<file path="src/rtl/or10_wb_switch_pkg.sv">
`default_nettype none
// +----------------------------------------------------------------------------+
// | or10_wb_switch_pkg                                                         |
// | Address map and target index encoding shared by the OR10 Wishbone switch.  |
// | Revision: 1.0                                                              |
// +----------------------------------------------------------------------------+
package or10_wb_switch_pkg;

  localparam logic [7:0] c_addr_sram = 8'h00;
  localparam logic [7:0] c_addr_eth  = 8'h92;
  localparam logic [7:0] c_addr_uart = 8'h90;

  localparam int c_num_tgt  = 3;
  localparam int c_tgt_sram = 0;
  localparam int c_tgt_eth  = 1;
  localparam int c_tgt_uart = 2;

endpackage
`default_nettype wire

</file>
<file path="src/rtl/or10_wb_addr_decoder.sv">
`default_nettype none
// +----------------------------------------------------------------------------+
// | or10_wb_addr_decoder                                                       |
// | Combinational top-byte decode to a one-hot target select plus unmapped.    |
// | Revision: 1.0                                                              |
// +----------------------------------------------------------------------------+
module or10_wb_addr_decoder
  import or10_wb_switch_pkg::*;
#(
  parameter logic [7:0] ADDR_SRAM = c_addr_sram,
  parameter logic [7:0] ADDR_ETH  = c_addr_eth,
  parameter logic [7:0] ADDR_UART = c_addr_uart
) (
  input  logic [7:0]           adr_hi,
  input  logic                 stb,
  output logic [c_num_tgt-1:0] sel,
  output logic                 unmapped
);

  always_comb begin
    sel             = '0;
    sel[c_tgt_sram] = (adr_hi == ADDR_SRAM);
    sel[c_tgt_eth]  = (adr_hi == ADDR_ETH);
    sel[c_tgt_uart] = (adr_hi == ADDR_UART);
    // Only a live strobe to a hole in the map counts as an error.
    unmapped        = stb & ~(|sel);
  end

endmodule
`default_nettype wire

</file>
<file path="src/rtl/or10_wb_switch.sv">
`default_nettype none
// +----------------------------------------------------------------------------+
// | or10_wb_switch                                                             |
// | 2-initiator / 3-target Wishbone classic switch: round-robin arbitration,   |
// | top-byte decode, unmapped error response and a stalled-access watchdog.    |
// | Revision: 1.0                                                              |
// +----------------------------------------------------------------------------+
module or10_wb_switch
  import or10_wb_switch_pkg::*;
#(
  parameter logic [7:0]  ADDR_SRAM      = c_addr_sram,
  parameter logic [7:0]  ADDR_ETH       = c_addr_eth,
  parameter logic [7:0]  ADDR_UART      = c_addr_uart,
  parameter int unsigned TIMEOUT_CYCLES = 255
) (
  input  logic        wb_clk_i,
  input  logic        wb_rst_n_i,
  input  logic        m0_wb_cyc_i,
  input  logic        m0_wb_stb_i,
  input  logic        m0_wb_we_i,
  input  logic [31:0] m0_wb_adr_i,
  input  logic [31:0] m0_wb_dat_i,
  input  logic [3:0]  m0_wb_sel_i,
  output logic [31:0] m0_wb_dat_o,
  output logic        m0_wb_ack_o,
  output logic        m0_wb_err_o,
  input  logic        m1_wb_cyc_i,
  input  logic        m1_wb_stb_i,
  input  logic        m1_wb_we_i,
  input  logic [31:0] m1_wb_adr_i,
  input  logic [31:0] m1_wb_dat_i,
  input  logic [3:0]  m1_wb_sel_i,
  output logic [31:0] m1_wb_dat_o,
  output logic        m1_wb_ack_o,
  output logic        m1_wb_err_o,
  output logic        t0_wb_cyc_o,
  output logic        t0_wb_stb_o,
  output logic        t0_wb_we_o,
  output logic [31:0] t0_wb_adr_o,
  output logic [31:0] t0_wb_dat_o,
  output logic [3:0]  t0_wb_sel_o,
  input  logic [31:0] t0_wb_dat_i,
  input  logic        t0_wb_ack_i,
  input  logic        t0_wb_err_i,
  output logic        t1_wb_cyc_o,
  output logic        t1_wb_stb_o,
  output logic        t1_wb_we_o,
  output logic [31:0] t1_wb_adr_o,
  output logic [31:0] t1_wb_dat_o,
  output logic [3:0]  t1_wb_sel_o,
  input  logic [31:0] t1_wb_dat_i,
  input  logic        t1_wb_ack_i,
  input  logic        t1_wb_err_i,
  output logic        t2_wb_cyc_o,
  output logic        t2_wb_stb_o,
  output logic        t2_wb_we_o,
  output logic [31:0] t2_wb_adr_o,
  output logic [31:0] t2_wb_dat_o,
  output logic [3:0]  t2_wb_sel_o,
  input  logic [31:0] t2_wb_dat_i,
  input  logic        t2_wb_ack_i,
  input  logic        t2_wb_err_i
);

  typedef enum logic [1:0] {
    ST_IDLE = 2'd0,
    ST_BUSY = 2'd1,
    ST_TOUT = 2'd2
  } state_t;

  localparam logic [15:0] c_tout_last =
    16'((TIMEOUT_CYCLES == 0) ? 0 : TIMEOUT_CYCLES - 1);

  state_t      r_state;
  logic        r_owner;
  logic        r_last_grant;
  logic [15:0] r_wdog;

  logic        w_cyc, w_stb, w_we;
  logic [31:0] w_adr, w_dat;
  logic [3:0]  w_sel;

  assign w_cyc = r_owner ? m1_wb_cyc_i : m0_wb_cyc_i;
  assign w_stb = r_owner ? m1_wb_stb_i : m0_wb_stb_i;
  assign w_we  = r_owner ? m1_wb_we_i  : m0_wb_we_i;
  assign w_adr = r_owner ? m1_wb_adr_i : m0_wb_adr_i;
  assign w_dat = r_owner ? m1_wb_dat_i : m0_wb_dat_i;
  assign w_sel = r_owner ? m1_wb_sel_i : m0_wb_sel_i;

  logic [c_num_tgt-1:0] w_dec_sel;
  logic                 w_unmapped;

  or10_wb_addr_decoder #(
    .ADDR_SRAM (ADDR_SRAM),
    .ADDR_ETH  (ADDR_ETH),
    .ADDR_UART (ADDR_UART)
  ) u_dec (
    .adr_hi   (w_adr[31:24]),
    .stb      (w_stb),
    .sel      (w_dec_sel),
    .unmapped (w_unmapped)
  );

  logic                 w_busy;
  logic [c_num_tgt-1:0] w_tgt;

  assign w_busy = (r_state == ST_BUSY);
  assign w_tgt  = (w_busy && w_cyc) ? w_dec_sel : '0;

  logic [c_num_tgt-1:0]       w_t_ack, w_t_err, w_t_stb, w_t_we;
  logic [c_num_tgt-1:0][31:0] w_t_rdat, w_t_adr, w_t_wdat;
  logic [c_num_tgt-1:0][3:0]  w_t_sel;

  assign w_t_ack[c_tgt_sram]  = t0_wb_ack_i;
  assign w_t_ack[c_tgt_eth]   = t1_wb_ack_i;
  assign w_t_ack[c_tgt_uart]  = t2_wb_ack_i;
  assign w_t_err[c_tgt_sram]  = t0_wb_err_i;
  assign w_t_err[c_tgt_eth]   = t1_wb_err_i;
  assign w_t_err[c_tgt_uart]  = t2_wb_err_i;
  assign w_t_rdat[c_tgt_sram] = t0_wb_dat_i;
  assign w_t_rdat[c_tgt_eth]  = t1_wb_dat_i;
  assign w_t_rdat[c_tgt_uart] = t2_wb_dat_i;

  for (genvar k = 0; k < c_num_tgt; k++) begin : g_tgt
    assign w_t_stb[k]  = w_tgt[k] & w_stb;
    assign w_t_we[k]   = w_tgt[k] & w_we;
    assign w_t_adr[k]  = w_tgt[k] ? w_adr : '0;
    assign w_t_wdat[k] = w_tgt[k] ? w_dat : '0;
    assign w_t_sel[k]  = w_tgt[k] ? w_sel : '0;
  end

  logic        w_ack, w_err;
  logic [31:0] w_rdat;

  // Deselected targets and the abort cycle contribute nothing (w_tgt is zero).
  always_comb begin
    w_ack  = 1'b0;
    w_err  = (w_busy & w_cyc & w_unmapped) | (r_state == ST_TOUT);
    w_rdat = '0;
    for (int k = 0; k < c_num_tgt; k++) begin
      if (w_tgt[k]) begin
        w_ack  = w_ack | w_t_ack[k];
        w_err  = w_err | w_t_err[k];
        w_rdat = w_rdat | w_t_rdat[k];
      end
    end
  end

  logic w_tout_hit;
  assign w_tout_hit = w_busy & w_cyc & w_stb & ~w_ack & ~w_err &
                      (TIMEOUT_CYCLES != 0) & (r_wdog == c_tout_last);

  always_ff @(posedge wb_clk_i or negedge wb_rst_n_i) begin
    if (!wb_rst_n_i) begin
      r_state      <= ST_IDLE;
      r_owner      <= 1'b0;
      r_last_grant <= 1'b1;
      r_wdog       <= '0;
    end else begin
      case (r_state)
        ST_IDLE: begin
          r_wdog <= '0;
          if (m0_wb_cyc_i || m1_wb_cyc_i) begin
            r_state <= ST_BUSY;
            r_owner <= (m0_wb_cyc_i && m1_wb_cyc_i) ? ~r_last_grant : m1_wb_cyc_i;
          end
        end
        ST_BUSY: begin
          if (!w_cyc) begin
            r_state      <= ST_IDLE;
            r_last_grant <= r_owner;
            r_wdog       <= '0;
          end else if (w_tout_hit) begin
            r_state <= ST_TOUT;
            r_wdog  <= '0;
          end else if (!w_stb || w_ack || w_err) begin
            r_wdog <= '0;
          end else begin
            r_wdog <= r_wdog + 16'd1;
          end
        end
        ST_TOUT: begin
          r_wdog <= '0;
          if (w_cyc) begin
            r_state <= ST_BUSY;
          end else begin
            r_state      <= ST_IDLE;
            r_last_grant <= r_owner;
          end
        end
        default: r_state <= ST_IDLE;
      endcase
    end
  end

  assign m0_wb_ack_o = ~r_owner & w_ack;
  assign m0_wb_err_o = ~r_owner & w_err;
  assign m0_wb_dat_o = r_owner ? '0 : w_rdat;
  assign m1_wb_ack_o = r_owner & w_ack;
  assign m1_wb_err_o = r_owner & w_err;
  assign m1_wb_dat_o = r_owner ? w_rdat : '0;

  assign t0_wb_cyc_o = w_tgt[c_tgt_sram];
  assign t0_wb_stb_o = w_t_stb[c_tgt_sram];
  assign t0_wb_we_o  = w_t_we[c_tgt_sram];
  assign t0_wb_adr_o = w_t_adr[c_tgt_sram];
  assign t0_wb_dat_o = w_t_wdat[c_tgt_sram];
  assign t0_wb_sel_o = w_t_sel[c_tgt_sram];
  assign t1_wb_cyc_o = w_tgt[c_tgt_eth];
  assign t1_wb_stb_o = w_t_stb[c_tgt_eth];
  assign t1_wb_we_o  = w_t_we[c_tgt_eth];
  assign t1_wb_adr_o = w_t_adr[c_tgt_eth];
  assign t1_wb_dat_o = w_t_wdat[c_tgt_eth];
  assign t1_wb_sel_o = w_t_sel[c_tgt_eth];
  assign t2_wb_cyc_o = w_tgt[c_tgt_uart];
  assign t2_wb_stb_o = w_t_stb[c_tgt_uart];
  assign t2_wb_we_o  = w_t_we[c_tgt_uart];
  assign t2_wb_adr_o = w_t_adr[c_tgt_uart];
  assign t2_wb_dat_o = w_t_wdat[c_tgt_uart];
  assign t2_wb_sel_o = w_t_sel[c_tgt_uart];

endmodule
`default_nettype wire

</file>
<file path="config.mk">
export PLATFORM = sky130hd
export DESIGN_NAME = or10_wb_switch
export DESIGN_NICKNAME = d
export VERILOG_FILES = /design/src/rtl/or10_wb_switch_pkg.sv /design/src/rtl/or10_wb_addr_decoder.sv /design/src/rtl/or10_wb_switch.sv
export SDC_FILE = /design/constraint.sdc
export NUM_CORES = 1
export LEC_CHECK = 0
export ABC_AREA = 0
export BUFFER_PORTS_ARGS = -buffer_cell sky130_fd_sc_hd__buf_2
export CAP_MARGIN = 10
export CORE_AREA = 2 2 207 209
export DETAILED_ROUTE_END_ITERATION = 7
export DIE_AREA = 0 0 209 211
export HOLD_SLACK_MARGIN = 0.08
export PLACE_DENSITY = 0.41
export SLEW_MARGIN = 20
export SYNTH_ARGS = -nofsm -noshare
export SYNTH_HDL_FRONTEND = slang
export SYNTH_SLANG_ARGS = --single-unit
</file>
<file path="constraint.sdc">
create_clock -name wb_clk_i -period 3 [get_ports wb_clk_i]
set_clock_uncertainty 0.2 [all_clocks]
set_input_delay 0.45 -clock wb_clk_i [delete_from_list [all_inputs] [get_ports wb_clk_i]]
set_output_delay 0.45 -clock wb_clk_i [all_outputs]
set_load 0.05 [all_outputs]
</file>
# Yosys cells after proc, flatten, opt, wreduce, memory -nomap -nowiden
# Cells that the tools add are included.
# word_totals
latch_bits	0
ram_bits	0
n_memories	0
wordCells	95
output_inout_bits	281
mem_bits_ro	0
inputBits	246
ff_bits	20
# op_classes
addsub	1
reduce_logical	15
div_mod_pow	0
magnitude_cmp	0
n_shift	0
n_eq_ne	7
mul	0
n_mux	37
bitwise_logic	31
# op_table
cell	count
$mux W32	13
$or A32 B32 Y32	2
$mux W16	3
$pmux W16 S2	1
$and A1 B1 Y1	17
$add A16 B1 Y16 const B	1
$eq A16 B8 Y1 const B	1
$eq A8 B8 Y1 const B	2
$mux W4	4
$mux W1	11
$logic_not A8 Y1	1
$mux W2	3
$not A1 Y1	6
$or A1 B1 Y1	6
$pmux W2 S3	1
$reduce_and A2 Y1	3
$reduce_or A2 Y1	2
$logic_or A1 B1 Y1	3
$mux W3	1
$ne A3 B2 Y1 const B	1
$reduce_or A3 Y1	1
$eq A2 B1 Y1 const B	1
$eq A2 B2 Y1 const B	1
$logic_and A1 B1 Y1	2
4 further kinds	4

# Logic depth before layout (Yosys ltp)
# Gate-level depths: netlist (run 1).
# depth
word_depth	19
depth_mapped	11
depth_no_buf	9

# Hierarchy
# From an unflattened synthesis (run 1), not the netlist that was laid out.
# hier_totals
hier_cells	601
hier_area_um2	3748.6
# by_module_without_submodules
module	cells_each	instances	seq_area_each_um2	area_each_um2
or10_wb_switch	590	1	501.7	3688.5
or10_wb_addr_decoder	11	1	0.0	60.1

# Worst setup path after synthesis (run 1)
# No wires, ideal clock.
# synth_timing
kind	input -> output
start	input port m0_wb_adr_i[29]
end	output port m1_wb_dat_o[22]
arrival_ns	3.051
setup_slack_ns	-0.701
cell_stages	8
path_cell_list	nor4_1 > a32oi_1 > nor2_1 > nand2_1 > inv_1 > buf_1 > a222oi_1 > nor2b_1
# synth_via
elab_cells_between_ends	11
cone_classes	eq/ne: 2; mux: 6; bitwise: 2; reduce/logical: 1
# synth_lines
element	line_no	text
start: declaration	or10_wb_switch.sv:21	input logic [31:0] m0_wb_adr_i,
$mux W32	or10_wb_switch.sv:86	assign w_adr = r_owner ? m1_wb_adr_i : m0_wb_adr_i;
$eq A8 B8 Y1	or10_wb_addr_decoder.sv:24	sel[c_tgt_uart] = (adr_hi == ADDR_UART);
$mux W3	or10_wb_switch.sv:108	assign w_tgt = (w_busy && w_cyc) ? w_dec_sel : '0;
named net t2_wb_cyc_o	or10_wb_switch.sv:54	output logic t2_wb_cyc_o,
$mux W32	or10_wb_switch.sv:141	if (w_tgt[k]) begin
$mux W32	or10_wb_switch.sv:201	assign m1_wb_dat_o = r_owner ? w_rdat : '0;
end: declaration	or10_wb_switch.sv:33	output logic [31:0] m1_wb_dat_o,
# The timed path passes the listed nets, and every way through them passes these cells.

# Worst setup path after layout (run 1)
# layout_timing
start	register r_owner
end	output port m0_wb_dat_o[2]
# layout_via
elab_chain_cells	9
elab_cells_between_ends	13
cone_classes	eq/ne: 2; mux: 7; bitwise: 2; reduce/logical: 2
# layout_lines
element	line_no	text
start: declaration	or10_wb_switch.sv:75	logic r_owner;
start signal: assignment	or10_wb_switch.sv:165	r_owner <= (m0_wb_cyc_i && m1_wb_cyc_i) ? ~r_last_grant : m1_wb_cyc_i;
$mux W32 or $mux W1 (tied branches)	or10_wb_switch.sv:86, or10_wb_switch.sv:83	
$logic_not A8 Y1 or $logic_and A1 B1 Y1 (tied branches)	or10_wb_addr_decoder.sv:22, or10_wb_switch.sv:108	
$mux W3	or10_wb_switch.sv:108	
$mux W32	or10_wb_switch.sv:141	
$or A32 B32 Y32	or10_wb_switch.sv:144	w_rdat = w_rdat | w_t_rdat[k];
$mux W32	or10_wb_switch.sv:141	
$or A32 B32 Y32	or10_wb_switch.sv:144	
$mux W32	or10_wb_switch.sv:141	
$mux W32 (*)	or10_wb_switch.sv:198	assign m0_wb_dat_o = r_owner ? '0 : w_rdat;
end: declaration	or10_wb_switch.sv:24	output logic [31:0] m0_wb_dat_o,
# Every way passes the cells marked *; elsewhere a longest branch is shown, timed or not.

==> results of run 1 <==
layout by cell type (no fill, tap or decap), types with 17 or more instances in the layout:
cell type  count
buf_2        285
buf_6        167
nor2_2       115
buf_4        107
nor2_4        65
mux2i_1       59
nor2_1        52
buf_12        46
a222oi_1      32
nor2b_2       20
conb_1        19
buf_8         19
dfrtp_1       18
a31oi_1       17
per-stage QoR:
step / cells / instance area (sq um) / util, %
after floorplan: 616 / 4198 / -
after global placement: 1697 / 8474 / 20.29
after detailed placement: 1697 / 8474 / 20.29
after CTS: 1726 / 9930 / 23.78
after global routing: 1750 / 11470 / 27.48
final: 1752 / 11480 / 27.49
worst max-delay path: cells and delay by family, from the launching register on:
family          cells  cell delay [ns]
buf+inv             5             0.79
simple gates        4             0.54
flops               1             0.53
compound gates      1             0.47
area by class of cell:
type / count / area (sq um)
Sequential cell: 20 / 505.5
Inverter: 20 / 93.84
Tap cell: 539 / 674.4
Timing Repair Buffer: 658 / 6042
Clock buffer: 3 / 75.07
Fill cell: 4485 / 30280
Clock inverter: 1 / 30.03
Antenna cell: 5 / 12.51
Multi-Input combinational cell: 506 / 4045
registers in the layout, indices dropped and copies added (netlist names):
signal,count
r_last_grant,1
r_owner,1
r_state,2
r_wdog,16
worst paths after layout:
| path | slack, ns | start | cells after the start | endpoint |
|---|---|---|---|---|
| worst max-delay path | -0.24 | r_owner | 10 | m0_wb_dat_o[2] |
| worst min-delay path | 0.31 | r_wdog[14] | 1 | r_wdog[14] |
| worst max register to register | 0.04 | r_state[0] | 12 | r_state[0] |
| worst min register to register | 0.31 | r_wdog[14] | 1 | r_wdog[14] |
| max in group asynchronous | 1.74 | wb_rst_n_i | 2 | r_owner |
| min in group asynchronous | 0.48 | wb_rst_n_i | 2 | r_wdog[10] |
routing by layer:
metal / global-route usage [%] / wire length [um] / vias to the layer above
met5: 0 / 31 / -
met4: 4.433 / 1316 / 6
met3: 4.282 / 3133 / 69
met2: 22.69 / 17370 / 361
met1: 18.18 / 16040 / 3463
li1: - / - / 3282
kinds of logic after synthesis:
family | synth area share [%]
other cells | 0.09814
fa+ha+maj | 1.965
xor+xnor | 0.2292
mux | 17.91
flops | 13.13
compound gates | 17.39
buf+inv | 11.03
simple gates | 38.24
report_power, final:
| group | switching, mW | leakage [nW] | total (mW) | internal [mW] |
|---|---|---|---|---|
| clock | 0.105 | 0.0511 | 0.370 | 0.265 |
| combinational | 1.53 | 4.93 | 2.68 | 1.15 |
| sequential | 0.0390 | 0.270 | 0.343 | 0.304 |
repair_timing:
item / 4_1_cts / 5_1_grt
setup buffers: 17 / 5
endpoints found under the setup margin: 255 / 238
pin swaps: 18 / 39
hold endpoints to repair: 19 / 0
cloned: 8 / 17
hold buffers: 1 / 0
resized for setup: 325 / 324
==> results.md, run 1 <==
* Outcome: complete, but fails checks
* Failing checks: negative setup slack
* Synth top area share at 22.79%
* Critical path peak fanout at 17
* Tot GR Track Use at 14.16%
* Synthesized instance count at 598
* Gpl congestion at 0.8570
* Design Power at 3.394 mW
* Top cells by area, synth: nor2_1, mux2i_1, dfrtp_1, a222oi_1, nor2b_1
* Max_slew headroom at 61.39%
* Max frequency at 308.3 MHz
* Layout Area Growth over Synthesis at 200.4%
* Slowest library cell on the worst path: dfrtp_4
* Drt drc at 0
* P_leak at 5.254 nW
* CTS tree: built
* Post-synth EDFFs at 0
* Die width at 209 um
* RSZ-0062 raised after global routing: yes
* Fin crit share at 108.1%
* Max IR drop VDD at 0.2896 mV
* Die area at 44100 sq um
* Max Slew Vio Count at 0
* Synth Warn # at 0
* Syn avg cell area at 6.390 sq um
* Largest net degree at the start of global routing at 56
* Clock sinks at 20
* Netlist Area Pre-Place at 3821 sq um
* CP Class: flip-flop to output port
* Starting density of the core at 9.151%
* Top FF cell, synth: dfrtp_1
* Final WL at 37890 um
* Root Driver: clkbuf_16
* Maxcap violations at 0
* Asr flop ratio synth at 100.0%
* Number of buffers added on ports at 507
* Clock Tree Buf Depth at 2
* Setup violations, final at 99
* Hold Violations, Final at 0
* Total gr overflow at 0
* Leading area contributor after synthesis: nor2_1
* H-tree level count at 1
* Startpoint Class: flip-flop
* Vias in the first global route at 6632
* Max incr delay on CP at 0.53 ns
* Crit end category: output port
* Initial antenna violation count at 10
* DRT iter0 DRCs at 522
* Routed wire length per instance at 21.63 um
* First-pass GRT wire length at 45930 um
* CP cell instances: buf_6 > nor3b_4 > or2_4 > nand2_4 > clkinvlp_4 > buf_6 > a222oi_1 > buf_4 > nor2_2 > buf_6
* Worst EP arrival at 2.59 ns
* Fin worst setup slack at -0.2431 ns
* Final net count at 1461
* # rows at 75
* Worst skew pair latency at 0.25 ns
* Final setup TNS at -11.82 ns
* Most common cell in the synthesized netlist: nor2_1
* Slew @ Worst Pin at 0.5680 ns
* Required time of the critical path at 2.35 ns
* Most numerous cell on the critical path: buf_6
* Drt via density at 4.099
* Power density cells at 295.7 nW/um^2
* Share of cells above drive strength 1 at 75.33%
* Height of the die at 211 um
* Post-DP HPWL at 26570 um
* Tmin final at 3.243 ns
* Via Count at 7181
* Total clock buffers created by CTS at 3
* Post-synth top cells: nor2_1, mux2i_1, clkbuf_1
* Clock-pin transition on the worst setup and hold timing paths at 0.06 ns
* Worst Hold Class: flip-flop to flip-flop
* Pre-CTS WS at -0.3323 ns
* Io pins at 527
* Count of state elements after synthesis at 20
* Post-synthesis sequential area ratio at 13.13%
* Core area at 41760 sq um
* Hold slack at 0.3104 ns
* Pre-antenna DRT Iters at 7
* Unique cell type count in the Yosys netlist at 52
* DRT antenna net count at 0
Note: power is estimated with default switching activity, not from simulation.
==> run 2: changes to the inputs <==
--- a/config.mk
+++ b/config.mk
@@ -17,3 +17,4 @@
 export SYNTH_ARGS = -nofsm -noshare
 export SYNTH_HDL_FRONTEND = slang
 export SYNTH_SLANG_ARGS = --single-unit
+export TNS_END_PERCENT = 20
==> run 2 against run 1 <==
Effect of this change:
- power fell by 16%
- critical path depth down 2
- die area unchanged
- via count is 6.1% lower
- flip-flop and latch count did not move
- sequential power fell by 3%
- non-clock buffer count shrank 29
- clock-buffer cell count increased by 1
- global-route usage shrank 1.5 points
- the flow finishes with violations (design-rule violations, negative setup slack)
- register-to-register slack got worse by 0.02 ns
==> results.md, run 2 (same netlist as run 1, synthesis figures left out) <==
* Required time of the critical path at 2.35 ns (about the same)
* Outcome: complete, but fails checks
* Core area at 41760 sq um (unchanged)
* Root Driver: clkbuf_16
* Design Power at 2.839 mW (-16%)
* Slew @ Worst Pin at 0.6087 ns (+0.04077 ns)
* Crit end category: output port
* Internal power at 1.442 mW (-16%)
* DRT iter0 DRCs at 625 (+20%)
* Io pins at 527 (unchanged)
* Tot GR Track Use at 12.65% (-1.5 points)
* Worst Hold Class: flip-flop to flip-flop
* Gpl congestion at 0.8556 (-0.16%)
* Vias in the first global route at 6297 (-5.1%)
* Most frequent cells in the layout: buf_2, nor2_1, buf_4, buf_6, mux2i_1
* P_leak at 4.788 nW (-8.9%)
* Sw frac at 49.20% (-0.090 points)
* First-pass GRT wire length at 42130 um (-8.3%)
* RSZ-0062 raised after global routing: yes
* Reg with most FFs: r_wdog
* Failing checks: design-rule violations, negative setup slack
* Starting density of the core at 9.151% (unchanged)
* Final setup TNS at -9.263 ns (+2.562 ns)
* Total gr overflow at 0 (unchanged)
* Tmin final at 3.144 ns (-0.09948 ns)
* Clock-pin transition on the worst setup and hold timing paths at 0.06 ns (about the same)
* Share of cells above drive strength 1 at 60.31% (-15 points)
* Fin crit share at 104.8% (-3.3 points)
* Hold Violations, Final at 0 (unchanged)
* Final WL at 31560 um (-17%)
* Number of buffers added on ports at 507 (unchanged)
* CP Class: flip-flop to output port
* Max reg flops at 16 (unchanged)
* Top Registers: r_wdog x16, r_state x2
* Max Slew Vio Count at 0 (unchanged)
* Comb power frac at 78.2% (-0.8 points)
* Maxcap violations at 0 (unchanged)
* Final net count at 1432 (-2.0%)
* Clock Tree Buf Depth at 2 (unchanged)
* Max IR drop VDD at 0.2411 mV (-17%)
* Max_slew headroom at 59.42% (-2.0 points)
* Drt drc at 15 (+15)
* Post-DP HPWL at 25450 um (-4.2%)
* Height of the die at 211 um (unchanged)
* DRT antenna net count at 0 (unchanged)
* Largest net degree at the start of global routing at 66 (+18%)
* Routed wire length per instance at 18.36 um (-15%)
* # rows at 75 (unchanged)
* Fin worst setup slack at -0.1436 ns (+0.09948 ns)
* Drt via density at 3.924 (-4.3%)
* Total clock buffers created by CTS at 3 (unchanged)
* Clock power share at 10.1% (-0.8 points)
* Via Count at 6745 (-6.1%)
* Worst skew pair latency at 0.25 ns (about the same)
* Pre-antenna DRT Iters at 8 (+1)
* Initial antenna violation count at 5 (-5)
* Setup violations, final at 137 (+38%)
* Critical path peak fanout at 62 (+45)
* Startpoint Class: flip-flop
* Fin util at 22.28% (-5.2 points)
* Sw Pwr at 1.397 mW (-16%)
* Power density cells at 305.2 nW/um^2 (+3.2%)
* Layout Area Growth over Synthesis at 143.5%
* Die area at 44100 sq um (unchanged)
* Pre-CTS WS at -0.3736 ns (-0.04127 ns)
* Die width at 209 um (unchanged)
* Max frequency at 318.1 MHz (+3.2%)
* Most common cell after layout, fill and taps aside: buf_2
* CTS tree: built
* Seq pwr share at 11.7% (+1.6 points)
* Clock sinks at 20 (unchanged)
* Worst EP arrival at 2.49 ns (-0.10 ns)
* H-tree level count at 1 (unchanged)
## run 2: what timing repair did
action                                  in CTS  in global routing
endpoints found under the setup margin     268                206
cloned                                       0                  3
hold buffers                                 1                  0
pin swaps                                   32                 26
endpoints found under the hold margin       19                  0
gates resized for setup                    118                137
buffers inserted                            19                 15
## run 2: through the flow
stage	instance area, sq um	hold WS (ns)	std cells
3_5_place_dp	8167	0.2496	1676
4_1_cts	8780	0.3096	1700
6_report	9304	0.3030	1719
5_1_grt	9304	0.3381	1719
3_3_place_gp	8167	0.2465	1676
2_1_floorplan	4073	-0.04559	616
## run 2: power groups by stage
stage | logic (mW) | registers (mW) | clock network [mW]
global placement | 2.03 | 0.353 | 0
finish | 2.22 | 0.333 | 0.285
floorplan | 1.29 | 0.325 | 0
global route | 2.38 | 0.337 | 0.302
detailed placement | 2.03 | 0.357 | 0
CTS | 2.08 | 0.356 | 0.293
## run 2: routing by layer
metal | up-vias | GRT usage, % | share of wire, %
met2 | 329 | 19.86 | 45
met3 | 36 | 3.375 | 8.1
li1 | 3207 | - | -
met4 | 2 | 3.325 | 2.8
met1 | 3171 | 17.07 | 44
met5 | - | 0 | 0.041
## run 2: final cells by class
cell class / count / area, sq um
Inverter: 20 / 82.58
Sequential cell: 20 / 505.5
Antenna cell: 1 / 2.502
Fill cell: 4725 / 32450
Timing Repair Buffer: 629 / 4663
Tap cell: 539 / 674.4
Clock buffer: 4 / 78.83
Multi-Input combinational cell: 506 / 3297
## run 2: worst paths after layout
kind	from	to	slack (ns)	cells after the start
min in group asynchronous	wb_rst_n_i	r_wdog[15]	0.48	2
min	r_wdog[14]	r_wdog[14]	0.30	1
max reg2reg	r_owner	r_wdog[9]	0.02	11
max in group asynchronous	wb_rst_n_i	r_owner	1.74	2
max	r_owner	t0_wb_adr_o[18]	-0.14	8
min reg2reg	r_wdog[14]	r_wdog[14]	0.30	1
## run 2: worst max-delay path, stage by stage, from the launching register on
cell and delay (ns):
dfrtp_4 0.49, buf_6 0.15, nor3_4 0.20, o22ai_2 0.14, or2_4 0.30, buf_4 0.14, buf_6 0.19, nor2_1 0.21
buf_2 0.28
==> run 3: changes to the inputs <==
--- a/config.mk
+++ b/config.mk
@@ -13,6 +13,7 @@
 export DIE_AREA = 0 0 209 211
 export HOLD_SLACK_MARGIN = 0.08
 export PLACE_DENSITY = 0.41
+export REMOVE_ABC_BUFFERS = 1
 export SLEW_MARGIN = 20
 export SYNTH_ARGS = -nofsm -noshare
 export SYNTH_HDL_FRONTEND = slang
==> run 3 against run 2 <==
Effect of this change:
- the run ends with negative setup slack left
- flip-flop and latch count unchanged
- core utilization increased by 0.34 points
- die area unchanged
- via count increased by 1.6%
- clock power about the same
- clock-buffer cell count unchanged
- sequential share of layout area decreased by 0.081 points
- fmax increased by 2.9%
- worst hold slack improved by 0.0096 ns
- first-iteration DRC count decreased by 12%
- combinational power increased by 2%
- highest routed layer unchanged
==> results.md, run 3 (same netlist as run 1, synthesis figures left out) <==
* Outcome: complete, but fails checks
* Failing checks: negative setup slack
* CP startpoint: r_state[0]
* Pre-antenna DRT Iters at 7 (-1)
* Final instance count without filler cells at 1711 (-0.47%)
* Design Power at 2.887 mW (+1.7%)
* Layout Area Growth over Synthesis at 147.2%
* Fin util at 22.62% (+0.34 points)
* Final instance area at 9444 sq um (+1.5%)
* Max frequency at 327.3 MHz (+2.9%)
* Hold Violations, Final at 0 (unchanged)
* Vias in the first global route at 6650 (+5.6%)
* Cell Area, Placed at 8109 sq um (-0.70%)
* Total clock buffers created by CTS at 3 (unchanged)
* Die width at 209 um (unchanged)
* Height of the die at 211 um (unchanged)
* Number of buffers added on ports at 507 (unchanged)
* Worst skew pair latency at 0.25 ns (about the same)
* CP Class: flip-flop to output port
* Cell Count Post-Placement at 1684 (+0.48%)
* Gpl congestion at 0.8499 (-0.67%)
* H-tree level count at 1 (unchanged)
* Grt peak-use layer: met2
* Clock Tree Buf Depth at 2 (unchanged)
* Met2 Resource Use GR at 21.32% (+1.5 points)
* DRT antenna net count at 0 (unchanged)
* Total gr overflow at 0 (unchanged)
* Tot GR Track Use at 13.59% (+0.94 points)
* CTS tree: built
* Min-delay src: r_wdog[14]
* Root Driver: clkbuf_16
* Max Slew Vio Count at 0 (unchanged)
* RSZ-0062 raised after global routing: yes
* Drt via density at 4.005 (+2.1%)
* Drt drc at 0 (-15)
* Crit end category: output port
* Fillers at 4637 (-1.9%)
* # rows at 75 (unchanged)
* Core area at 41760 sq um (unchanged)
* Final net count at 1421 (-0.77%)
* Share of cells above drive strength 1 at 58.30% (-2.0 points)
* Max_slew headroom at 57.51% (-1.9 points)
* Tmin final at 3.055 ns (-0.08839 ns)
* Worst EP arrival at 2.41 ns (-0.08 ns)
* Worst Hold Class: flip-flop to flip-flop
* Register-to-register setup slack at 0.13 ns (+0.11 ns)
* Via Count at 6852 (+1.6%)
* Die area at 44100 sq um (unchanged)
* Routed wire length per instance at 19.31 um (+5.2%)
* Maxcap violations at 0 (unchanged)
* Io pins at 527 (unchanged)
* Initial antenna violation count at 8 (+3)
* Largest net degree at the start of global routing at 65 (-1.5%)
* P_leak at 4.799 nW (+0.23%)
* Clock-pin transition on the worst setup and hold timing paths at 0.06 ns (about the same)
* Reg with most FFs: r_wdog
* Top Registers: r_wdog x16, r_state x2
* RR Startpoint: r_owner
* Most frequent cells in the layout: buf_2, nor2_1, buf_6, buf_4, mux2i_1
* Met3 GRT Util at 3.271% (-0.10 points)
* Most common cell after layout, fill and taps aside: buf_2
* Post-DP HPWL at 26810 um (+5.3%)
* DRT iter0 DRCs at 549 (-12%)
* GR Layer Usage met1 at 19.05% (+2.0 points)
* Max reg flops at 16 (unchanged)
* Fin crit share at 101.8% (-2.9 points)
* Power density cells at 305.7 nW/um^2 (+0.15%)
* Starting density of the core at 9.151% (unchanged)
* Final WL at 33050 um (+4.7%)
* Startpoint Class: flip-flop
* Required time of the critical path at 2.35 ns (about the same)
* Setup violations, final at 22 (-84%)
* First-pass GRT wire length at 44600 um (+5.9%)
* Max IR drop VDD at 0.3033 mV (+26%)
* Fin worst setup slack at -0.05524 ns (+0.08839 ns)
* Clock sinks at 20 (unchanged)
* Critical path peak fanout at 5 (-92%)
* Hold slack at 0.3126 ns (+0.009626 ns)
* Slew @ Worst Pin at 0.6196 ns (+0.01083 ns)
[run 3: cell count changes in the layout (fill, tap and decap cells not counted), moves of 7 or more]
cell and change:
buf_4 -23, nor2b_4 -7, nor2b_1 +20, nor2_4 -7
buf_2 -17, nor2_2 +10, clkbuf_4 -27, buf_6 +51
nor2b_2 -13
[run 3: timing repair]
action                                  4_1_cts  5_1_grt
gates resized for setup                     188      146
gates cloned                                  3        2
endpoints found under the setup margin      240      156
setup buffers                                11        2
hold buffers                                  1        0
pin swaps                                    36       38
hold endpoints to repair                     19        0
[run 3: worst paths after layout]
check,to,cells past startpoint
max,m0_wb_err_o,11
min,r_wdog[14],1
max reg2reg,r_state[0],13
min reg2reg,r_wdog[14],1
max in group asynchronous,r_owner,2
min in group asynchronous,r_wdog[0],2
[run 3: power by group]
group / total (mW) / leakage [nW] / switching (mW) / internal [mW]
logic: 2.26 / 4.49 / 1.31 / 0.954
registers: 0.338 / 0.270 / 0.0337 / 0.305
clock network: 0.285 / 0.0382 / 0.104 / 0.181
total: 2.89 / 4.80 / 1.45 / 1.44
[run 3: routing by layer]
metal | up-vias | share of wire (%)
met4 | 6 | 1.9
met1 | 3287 | 46
li1 | 3191 | -
met3 | 48 | 7.0
met5 | - | 0.10
met2 | 320 | 45
[run 3: worst max-delay path, stage by stage (launching register included)]
cell	delay, ns
dfrtp_1	0.40
ha_4	0.17
and3_4	0.18
a32oi_4	0.25
buf_6	0.14
or2_4	0.15
inv_8	0.06
buf_12	0.13
a2111oi_4	0.29
buf_6	0.18
nor2_4	0.04
buf_6	0.16
[run 3: cell type report]
type	count	area (sq um)	area share, %
Multi-Input combinational cell	506	3181	33.68
Sequential cell	20	505.5	5.352
Inverter	20	90.09	0.9539
Clock buffer	4	78.83	0.8347
Timing Repair Buffer	618	4905	51.93
Antenna cell	4	10.01	0.1060
Tap cell	539	674.4	7.141
[run 3: through the flow]
stage | setup TNS, ns | setup WS, ns
after floorplan | -1043.47 | -4.697
after global placement | -39.11 | -0.3786
after detailed placement | -28.57 | -0.3205
after CTS | -0.6802 | -0.08076
after global routing | -10.01 | -0.1717
final | -0.5152 | -0.05524
